<file path="src/rtl/execute_condition_stage_if.sv">
// Decode-to-Execute control bundle between the control/hazard units and the condition stage.
// master drives Decode controls, hazard controls and ALU flags; slave is the Execute stage.
interface execute_condition_stage_if #(
  parameter int ALU_CTRL_W = 2
);
  logic                  i_Flush_Execute;
  logic                  i_Stall_Execute;
  logic [3:0]            i_Cond_Decode;
  logic                  i_PC_Source_Decode;
  logic                  i_Reg_Write_Decode;
  logic                  i_Mem_Write_Decode;
  logic                  i_Mem_To_Reg_Decode;
  logic [ALU_CTRL_W-1:0] i_ALU_Control_Decode;
  logic                  i_ALU_Src_Decode;
  logic [1:0]            i_Flag_Write_Decode;
  logic                  i_No_Write_Decode;
  logic                  i_Branch_Decode;
  logic [3:0]            i_ALU_Flags;
  logic                  o_PC_Source_Execute;
  logic                  o_Reg_Write_Execute;
  logic                  o_Mem_Write_Execute;
  logic                  o_Branch_Taken_Execute;
  logic                  o_Mem_To_Reg_Execute;
  logic [ALU_CTRL_W-1:0] o_ALU_Control_Execute;
  logic                  o_ALU_Src_Execute;
  logic                  o_Cond_Pass_Execute;
  logic [3:0]            o_Flags;

  modport master (
    output i_Flush_Execute, i_Stall_Execute, i_Cond_Decode, i_PC_Source_Decode,
           i_Reg_Write_Decode, i_Mem_Write_Decode, i_Mem_To_Reg_Decode,
           i_ALU_Control_Decode, i_ALU_Src_Decode, i_Flag_Write_Decode,
           i_No_Write_Decode, i_Branch_Decode, i_ALU_Flags,
    input  o_PC_Source_Execute, o_Reg_Write_Execute, o_Mem_Write_Execute,
           o_Branch_Taken_Execute, o_Mem_To_Reg_Execute, o_ALU_Control_Execute,
           o_ALU_Src_Execute, o_Cond_Pass_Execute, o_Flags
  );

  modport slave (
    input  i_Flush_Execute, i_Stall_Execute, i_Cond_Decode, i_PC_Source_Decode,
           i_Reg_Write_Decode, i_Mem_Write_Decode, i_Mem_To_Reg_Decode,
           i_ALU_Control_Decode, i_ALU_Src_Decode, i_Flag_Write_Decode,
           i_No_Write_Decode, i_Branch_Decode, i_ALU_Flags,
    output o_PC_Source_Execute, o_Reg_Write_Execute, o_Mem_Write_Execute,
           o_Branch_Taken_Execute, o_Mem_To_Reg_Execute, o_ALU_Control_Execute,
           o_ALU_Src_Execute, o_Cond_Pass_Execute, o_Flags
  );
endinterface

</file>
<file path="src/rtl/execute_condition_stage.sv">
// Decode->Execute control register with ARM condition evaluation and the NZCV flags register.
// Gated write/branch controls depend on the registered condition, current flags and stall.
module execute_condition_stage #(
  parameter logic [3:0] FLAG_RESET = 4'b0000,
  parameter bit         NV_ALWAYS  = 1'b1,
  parameter int         ALU_CTRL_W = 2
) (
  input logic                   i_CLK,
  input logic                   i_NRESET,
  execute_condition_stage_if.slave bus
);

  typedef struct packed {
    logic [3:0]            cond;
    logic                  pc_src;
    logic                  reg_write;
    logic                  mem_write;
    logic                  mem_to_reg;
    logic [ALU_CTRL_W-1:0] alu_ctrl;
    logic                  alu_src;
    logic [1:0]            flag_write;
    logic                  no_write;
    logic                  branch;
    logic                  valid;
  } ctrl_t;

  ctrl_t      ctrl_q, ctrl_d;
  logic [3:0] flags_q, flags_d;
  logic       cond_true_s;
  logic       pass_s;

  // ARM condition codes evaluated against {N,Z,C,V}.
  function automatic logic cond_check(input logic [3:0] cond, input logic [3:0] nzcv);
    logic n, z, c, v;
    logic r;
    {n, z, c, v} = nzcv;
    case (cond)
      4'b0000: r = z;
      4'b0001: r = ~z;
      4'b0010: r = c;
      4'b0011: r = ~c;
      4'b0100: r = n;
      4'b0101: r = ~n;
      4'b0110: r = v;
      4'b0111: r = ~v;
      4'b1000: r = c & ~z;
      4'b1001: r = ~c | z;
      4'b1010: r = (n == v);
      4'b1011: r = (n != v);
      4'b1100: r = ~z & (n == v);
      4'b1101: r = z | (n != v);
      4'b1110: r = 1'b1;
      4'b1111: r = NV_ALWAYS;
      default: r = 1'b0;
    endcase
    return r;
  endfunction

  // Next pipeline contents: flush beats stall, stall holds, otherwise capture Decode.
  always_comb begin
    ctrl_d = ctrl_q;
    if (bus.i_Flush_Execute) begin
      ctrl_d = '0;
    end else if (bus.i_Stall_Execute) begin
      ctrl_d = ctrl_q;
    end else begin
      ctrl_d.cond       = bus.i_Cond_Decode;
      ctrl_d.pc_src     = bus.i_PC_Source_Decode;
      ctrl_d.reg_write  = bus.i_Reg_Write_Decode;
      ctrl_d.mem_write  = bus.i_Mem_Write_Decode;
      ctrl_d.mem_to_reg = bus.i_Mem_To_Reg_Decode;
      ctrl_d.alu_ctrl   = bus.i_ALU_Control_Decode;
      ctrl_d.alu_src    = bus.i_ALU_Src_Decode;
      ctrl_d.flag_write = bus.i_Flag_Write_Decode;
      ctrl_d.no_write   = bus.i_No_Write_Decode;
      ctrl_d.branch     = bus.i_Branch_Decode;
      ctrl_d.valid      = 1'b1;
    end
  end

  assign cond_true_s = cond_check(ctrl_q.cond, flags_q);
  assign pass_s      = cond_true_s & ctrl_q.valid & ~bus.i_Stall_Execute;

  // Only a passing instruction may update flags; each half is selected independently.
  always_comb begin
    flags_d = flags_q;
    if (pass_s) begin
      if (ctrl_q.flag_write[1]) begin
        flags_d[3:2] = bus.i_ALU_Flags[3:2];
      end else begin
        flags_d[3:2] = flags_q[3:2];
      end
      if (ctrl_q.flag_write[0]) begin
        flags_d[1:0] = bus.i_ALU_Flags[1:0];
      end else begin
        flags_d[1:0] = flags_q[1:0];
      end
    end else begin
      flags_d = flags_q;
    end
  end

  // Pipeline and flags state.
  always_ff @(posedge i_CLK or negedge i_NRESET) begin
    if (!i_NRESET) begin
      ctrl_q  <= '0;
      flags_q <= FLAG_RESET;
    end else begin
      ctrl_q  <= ctrl_d;
      flags_q <= flags_d;
    end
  end

  assign bus.o_PC_Source_Execute    = ctrl_q.pc_src & pass_s;
  assign bus.o_Reg_Write_Execute    = ctrl_q.reg_write & pass_s & ~ctrl_q.no_write;
  assign bus.o_Mem_Write_Execute    = ctrl_q.mem_write & pass_s;
  assign bus.o_Branch_Taken_Execute = ctrl_q.branch & pass_s;
  assign bus.o_Mem_To_Reg_Execute   = ctrl_q.mem_to_reg;
  assign bus.o_ALU_Control_Execute  = ctrl_q.alu_ctrl;
  assign bus.o_ALU_Src_Execute      = ctrl_q.alu_src;
  assign bus.o_Cond_Pass_Execute    = pass_s;
  assign bus.o_Flags                = flags_q;

endmodule

</file>
<file path="src/flat_wrapper.sv">
// flat-port wrapper written by rule: the top's interface ports become plain ports
module execute_condition_stage_flat 
#(
  parameter logic [3:0] FLAG_RESET = 4'b0000,
  parameter bit         NV_ALWAYS  = 1'b1,
  parameter int         ALU_CTRL_W = 2
)
  (i_CLK, i_NRESET, bus_i_Flush_Execute, bus_i_Stall_Execute, bus_i_Cond_Decode, bus_i_PC_Source_Decode, bus_i_Reg_Write_Decode, bus_i_Mem_Write_Decode, bus_i_Mem_To_Reg_Decode, bus_i_ALU_Control_Decode, bus_i_ALU_Src_Decode, bus_i_Flag_Write_Decode, bus_i_No_Write_Decode, bus_i_Branch_Decode, bus_i_ALU_Flags, bus_o_PC_Source_Execute, bus_o_Reg_Write_Execute, bus_o_Mem_Write_Execute, bus_o_Branch_Taken_Execute, bus_o_Mem_To_Reg_Execute, bus_o_ALU_Control_Execute, bus_o_ALU_Src_Execute, bus_o_Cond_Pass_Execute, bus_o_Flags);
  execute_condition_stage_if #(.ALU_CTRL_W(ALU_CTRL_W)) bus_i ();
  input logic i_CLK;
  input logic i_NRESET;
  input wire logic [$bits(bus_i.i_Flush_Execute)-1:0] bus_i_Flush_Execute;
  input wire logic [$bits(bus_i.i_Stall_Execute)-1:0] bus_i_Stall_Execute;
  input wire logic [$bits(bus_i.i_Cond_Decode)-1:0] bus_i_Cond_Decode;
  input wire logic [$bits(bus_i.i_PC_Source_Decode)-1:0] bus_i_PC_Source_Decode;
  input wire logic [$bits(bus_i.i_Reg_Write_Decode)-1:0] bus_i_Reg_Write_Decode;
  input wire logic [$bits(bus_i.i_Mem_Write_Decode)-1:0] bus_i_Mem_Write_Decode;
  input wire logic [$bits(bus_i.i_Mem_To_Reg_Decode)-1:0] bus_i_Mem_To_Reg_Decode;
  input wire logic [$bits(bus_i.i_ALU_Control_Decode)-1:0] bus_i_ALU_Control_Decode;
  input wire logic [$bits(bus_i.i_ALU_Src_Decode)-1:0] bus_i_ALU_Src_Decode;
  input wire logic [$bits(bus_i.i_Flag_Write_Decode)-1:0] bus_i_Flag_Write_Decode;
  input wire logic [$bits(bus_i.i_No_Write_Decode)-1:0] bus_i_No_Write_Decode;
  input wire logic [$bits(bus_i.i_Branch_Decode)-1:0] bus_i_Branch_Decode;
  input wire logic [$bits(bus_i.i_ALU_Flags)-1:0] bus_i_ALU_Flags;
  output wire logic [$bits(bus_i.o_PC_Source_Execute)-1:0] bus_o_PC_Source_Execute;
  output wire logic [$bits(bus_i.o_Reg_Write_Execute)-1:0] bus_o_Reg_Write_Execute;
  output wire logic [$bits(bus_i.o_Mem_Write_Execute)-1:0] bus_o_Mem_Write_Execute;
  output wire logic [$bits(bus_i.o_Branch_Taken_Execute)-1:0] bus_o_Branch_Taken_Execute;
  output wire logic [$bits(bus_i.o_Mem_To_Reg_Execute)-1:0] bus_o_Mem_To_Reg_Execute;
  output wire logic [$bits(bus_i.o_ALU_Control_Execute)-1:0] bus_o_ALU_Control_Execute;
  output wire logic [$bits(bus_i.o_ALU_Src_Execute)-1:0] bus_o_ALU_Src_Execute;
  output wire logic [$bits(bus_i.o_Cond_Pass_Execute)-1:0] bus_o_Cond_Pass_Execute;
  output wire logic [$bits(bus_i.o_Flags)-1:0] bus_o_Flags;
  assign bus_i.i_Flush_Execute = bus_i_Flush_Execute;
  assign bus_i.i_Stall_Execute = bus_i_Stall_Execute;
  assign bus_i.i_Cond_Decode = bus_i_Cond_Decode;
  assign bus_i.i_PC_Source_Decode = bus_i_PC_Source_Decode;
  assign bus_i.i_Reg_Write_Decode = bus_i_Reg_Write_Decode;
  assign bus_i.i_Mem_Write_Decode = bus_i_Mem_Write_Decode;
  assign bus_i.i_Mem_To_Reg_Decode = bus_i_Mem_To_Reg_Decode;
  assign bus_i.i_ALU_Control_Decode = bus_i_ALU_Control_Decode;
  assign bus_i.i_ALU_Src_Decode = bus_i_ALU_Src_Decode;
  assign bus_i.i_Flag_Write_Decode = bus_i_Flag_Write_Decode;
  assign bus_i.i_No_Write_Decode = bus_i_No_Write_Decode;
  assign bus_i.i_Branch_Decode = bus_i_Branch_Decode;
  assign bus_i.i_ALU_Flags = bus_i_ALU_Flags;
  assign bus_o_PC_Source_Execute = bus_i.o_PC_Source_Execute;
  assign bus_o_Reg_Write_Execute = bus_i.o_Reg_Write_Execute;
  assign bus_o_Mem_Write_Execute = bus_i.o_Mem_Write_Execute;
  assign bus_o_Branch_Taken_Execute = bus_i.o_Branch_Taken_Execute;
  assign bus_o_Mem_To_Reg_Execute = bus_i.o_Mem_To_Reg_Execute;
  assign bus_o_ALU_Control_Execute = bus_i.o_ALU_Control_Execute;
  assign bus_o_ALU_Src_Execute = bus_i.o_ALU_Src_Execute;
  assign bus_o_Cond_Pass_Execute = bus_i.o_Cond_Pass_Execute;
  assign bus_o_Flags = bus_i.o_Flags;
  execute_condition_stage #(.FLAG_RESET(FLAG_RESET), .NV_ALWAYS(NV_ALWAYS), .ALU_CTRL_W(ALU_CTRL_W)) u_core (.i_CLK(i_CLK), .i_NRESET(i_NRESET), .bus(bus_i));
endmodule
</file>
<file path="config.mk">
export PLATFORM = sky130hd
export DESIGN_NAME = execute_condition_stage_flat
export DESIGN_NICKNAME = d
export VERILOG_FILES = /design/src/rtl/execute_condition_stage_if.sv /design/src/rtl/execute_condition_stage.sv /design/src/flat_wrapper.sv
export SDC_FILE = /design/constraint.sdc
export NUM_CORES = 1
export LEC_CHECK = 0
export CAP_MARGIN = 10
export CORE_ASPECT_RATIO = 0.7
export CORE_UTILIZATION = 45
export CTS_CLUSTER_SIZE = 28
export DETAILED_ROUTE_END_ITERATION = 12
export DONT_BUFFER_PORTS = 1
export PLACE_DENSITY = 0.62
export SYNTH_ARGS = -nofsm -noshare
export SYNTH_HDL_FRONTEND = slang
export SYNTH_SLANG_ARGS = --single-unit
</file>
<file path="constraint.sdc">
create_clock -name i_CLK -period 1.8 [get_ports i_CLK]
set_input_delay 0.27 -clock i_CLK [delete_from_list [all_inputs] [get_ports i_CLK]]
set_output_delay 0.27 -clock i_CLK [all_outputs]
set_load 0.005 [all_outputs]
</file>
==> key figures <==
Run status
  – Status: complete, but fails checks
  – Violated checks: negative setup slack

Clock tree
  – Root Driver: clkbuf_4
  – Number of buffers created by CTS: 3
  – Clk Latency, worst-skew pair: 300 ps
  – Clock sinks: 20
  – CTS clk-pin slew, worst paths: 110 ps
  – H-tree Lvls: 1
  – TritonCTS clock tree: yes
  – Max Root-Sink Buffers: 2

Placed design
  – Hpwl dp: 1500 um
  – Cell count after placement: approximately 140
  – Routability cong.: 0.900
  – PortBufs: 0
  – Placed cell area: 1130 sq um

STA
  – Worst Max-Slew Pin Slew: between 900 and 1000 ps
  – Hold_ws: 15.5 ps
  – RSZ-0062 raised after global routing: yes
  – Max frequency: 0.465 GHz
  – Final period util: 120%
  – Layout Skew: 8.65 ps
  – Worst setup margin: -353 ps
  – Final hold vios: 0
  – Slew margin rel.: 38.9%
  – Minimum clock period: between 2000 and 2500 ps
  – Final setup violation count: 9
  – Slew Limit Fails: 0

Drt
  – Routed vias/inst: 5.25
  – Final ANT Viol Nets: 0
  – Final WL: between 2000 and 2500 um
  – Drt drc: 0
  – Wirelength per Cell: ~15 um
  – DRT Pass-1 Iters: 2
  – DRT iter0 DRCs: 14
  – Routed via count: 761

Cells and area
  – Design area: 1310 sq um
  – Synth-to-Final Area Change: 24.6%
  – Layout cells sized above 1: 31.9%
  – Final std cells w/o fill: between 100 and 150
  – Multi-input logic area: 566 sq um
  – Util after Layout: 60.2%
  – Total Nets Final: 137
  – Reg area: between 500 and 600 sq um
  – Commonest non-fill, non-tap cell in the layout: nor2_1
  – Fillcell total: 195
  – Most frequent cells in the layout: nor2_1 (18), mux2i_1 (15), dfrtp_1 (15), buf_4 (13), dfrtp_2 (5)
  – # diodes: 0

Synth
  – Post-synth top area share: a little under half
  – Post-Syn Instances: 101
  – Synth unique cells: 31
  – Post-Syn Area: 1050 sq um
  – Sequential area share after synthesis: 47.7%
  – Async set-reset flop share out of synthesis: 100%
  – Avg Synthesized Cell Area: 10.4 sq um
  – Synth area leaders: dfrtp_1 (48%), mux2i_1 (14%), nor2_1 (6.4%)
  – Main synth FF type: dfrtp_1
  – FF+latch count, synth: 20
  – Syn_nets: between 100 and 150
  – Synth warn: 0
  – Number of synthesized flops with an enable pin: 0
  – Largest area contributor in the netlist: dfrtp_1

GRT
  – Total Routing Usage GR: around 21%
  – Global-route wire length before repair: 3700 um
  – GRT overflow: 0
  – Initial antenna violation count: 0
  – Number of global-route vias before repair: 778
  – Pin count of the biggest net entering global routing: 21

Pwr
  – Clock power share: 31.3%
  – Worst VDD drop: 0.000528 V
  – Combinational power share: 22.2%
  – Power density of the placed cells: 898 nW/um^2
  – Net Sw Frac: 26.6%
  – P_leak: 0.600 nW
  – Pwr Total: about 1.2 mW
  – Internal power: around 0.86 mW
  – Seq pwr share: a little under half
  – NetSw: 0.313 mW

Critical path
  – Arr. time, crit path: 1880 ps
  – Crit path capture type: primary output
  – CP Data Required Time: between 1500 and 2000 ps
  – Slowest-stage cell, CP: dfrtp_2
  – CP Cell Sequence: nor2b_1, a221oi_2, o211ai_1, a31oi_4, and3b_1
  – Slowest stage delay, CP: 460 ps
  – Cell family with most CP delay: compound AO/OA/AOI/OAI gates
  – Crit Path Class: reg -> out
  – Max FO, Critical Path: 5
  – Crit start category: flip-flop
  – Buf/Inv on CP: 0

Floorplan
  – Initial core utilization: about half
  – Die width: 59.7 um
  – DIE AREA: approximately 2500 sq um
  – Core area: 2170 sq um
  – Die span in y: 42.4 um
  – Row count: 14
  – Io pins: 36

Worst hold path
  – Worst hold path type: in -> reg

Job
  – Max-cap check violation count: 0
layer usage:
layer / global-route usage [%] / part of all wire [%]
met5: 0 / 0
met1: 29.4 / 52
met2: 29.1 / 42
met3: 6.48 / 4.0
met4: 7.44 / 1.6
logic make-up (layout without fill, tap and decap cells):
group                  Yosys count  after routing  synth area share (%)
AND/OR/NAND/NOR                 33             33                  14.8
multiplexers                    21             21                  20.7
buffers and inverters           12             24                  5.48
AO/OA/AOI/OAI                   13             13                  9.65
XOR/XNOR                         2              2                  1.67
flip-flops                      20             20                  47.7
power groups by stage:
stage | sequential, mW | combinational, mW | clock (mW)
2_1_floorplan | 0.536 | 0.135 | 0
3_3_place_gp | 0.544 | 0.188 | 0
3_5_place_dp | 0.546 | 0.190 | 0
4_1_cts | 0.546 | 0.240 | 0.379
5_1_grt | 0.553 | 0.286 | 0.395
6_report | 0.546 | 0.261 | 0.368
worst reg2reg max path, delay by kind of cell (launching register included):
kind                   cells  cell delay [ps]
multiplexers               1              350
flip-flops                 1              460
AND/OR/NAND/NOR            1              150
AO/OA/AOI/OAI              3              700
buffers and inverters      1              180
cells in the mapped netlist (all sizes together), types with 2 or more instances:
cell type and n:
o21ai 3, nor2b 2, nand2 4, dfrtp 20
a31oi 3, clkbuf 3, mux2i 15, nand3b 2
mux2 6, inv 4, and2 3, buf 5
nor2 18
through the flow:
step	TNS, ps	setup WS (ps)
global placement	-419	-101
floorplan	0	20.5
detailed placement	-563	-113
global route	-3050	-469
CTS	-2410	-368
finish	-2100	-353
sequential cells by signal, indices dropped and copies added, names as in the netlist:
signal / cells
u_core.bus.o_ALU_Control_Execute: 2
u_core.bus.o_ALU_Src_Execute: 1
u_core.bus.o_Flags: 4
u_core.bus.o_Mem_To_Reg_Execute: 1
u_core.ctrl_q: 12
layout make-up:
class,count,area share [%]
Multi-Input combinational cell,69,43.3
Sequential cell,20,38.8
Timing Repair Buffer,16,9.76
Tap cell,32,3.06
Clock inverter,1,2.30
Clock buffer,3,1.72
Inverter,4,1.15
timing repair:
item / CTS / global route
hold buffers: 2 / 1
buffers inserted: 1 / 1
endpoints found under the hold margin: 21 / 9
pin swaps: 7 / 2
endpoints found under the setup margin: 9 / 9
resized for setup: 12 / 7
path summary, 6_finish.rpt:
check                               startpoint                       to  slack (ps)  depth (start not counted)
min reg2reg                  u_core.ctrl_q[11]        u_core.ctrl_q[11]         530                          2
max                          u_core.ctrl_q[14]  bus_o_Reg_Write_Execute        -350                          5
max reg2reg                  u_core.ctrl_q[14]    u_core.bus.o_Flags[3]        -140                          6
min in group asynchronous             i_NRESET         u_core.ctrl_q[4]         530                          1
min                        bus_i_Flush_Execute        u_core.ctrl_q[15]          20                          1
max in group asynchronous             i_NRESET        u_core.ctrl_q[12]         650                          1
Power figures use the tool's default switching activity.
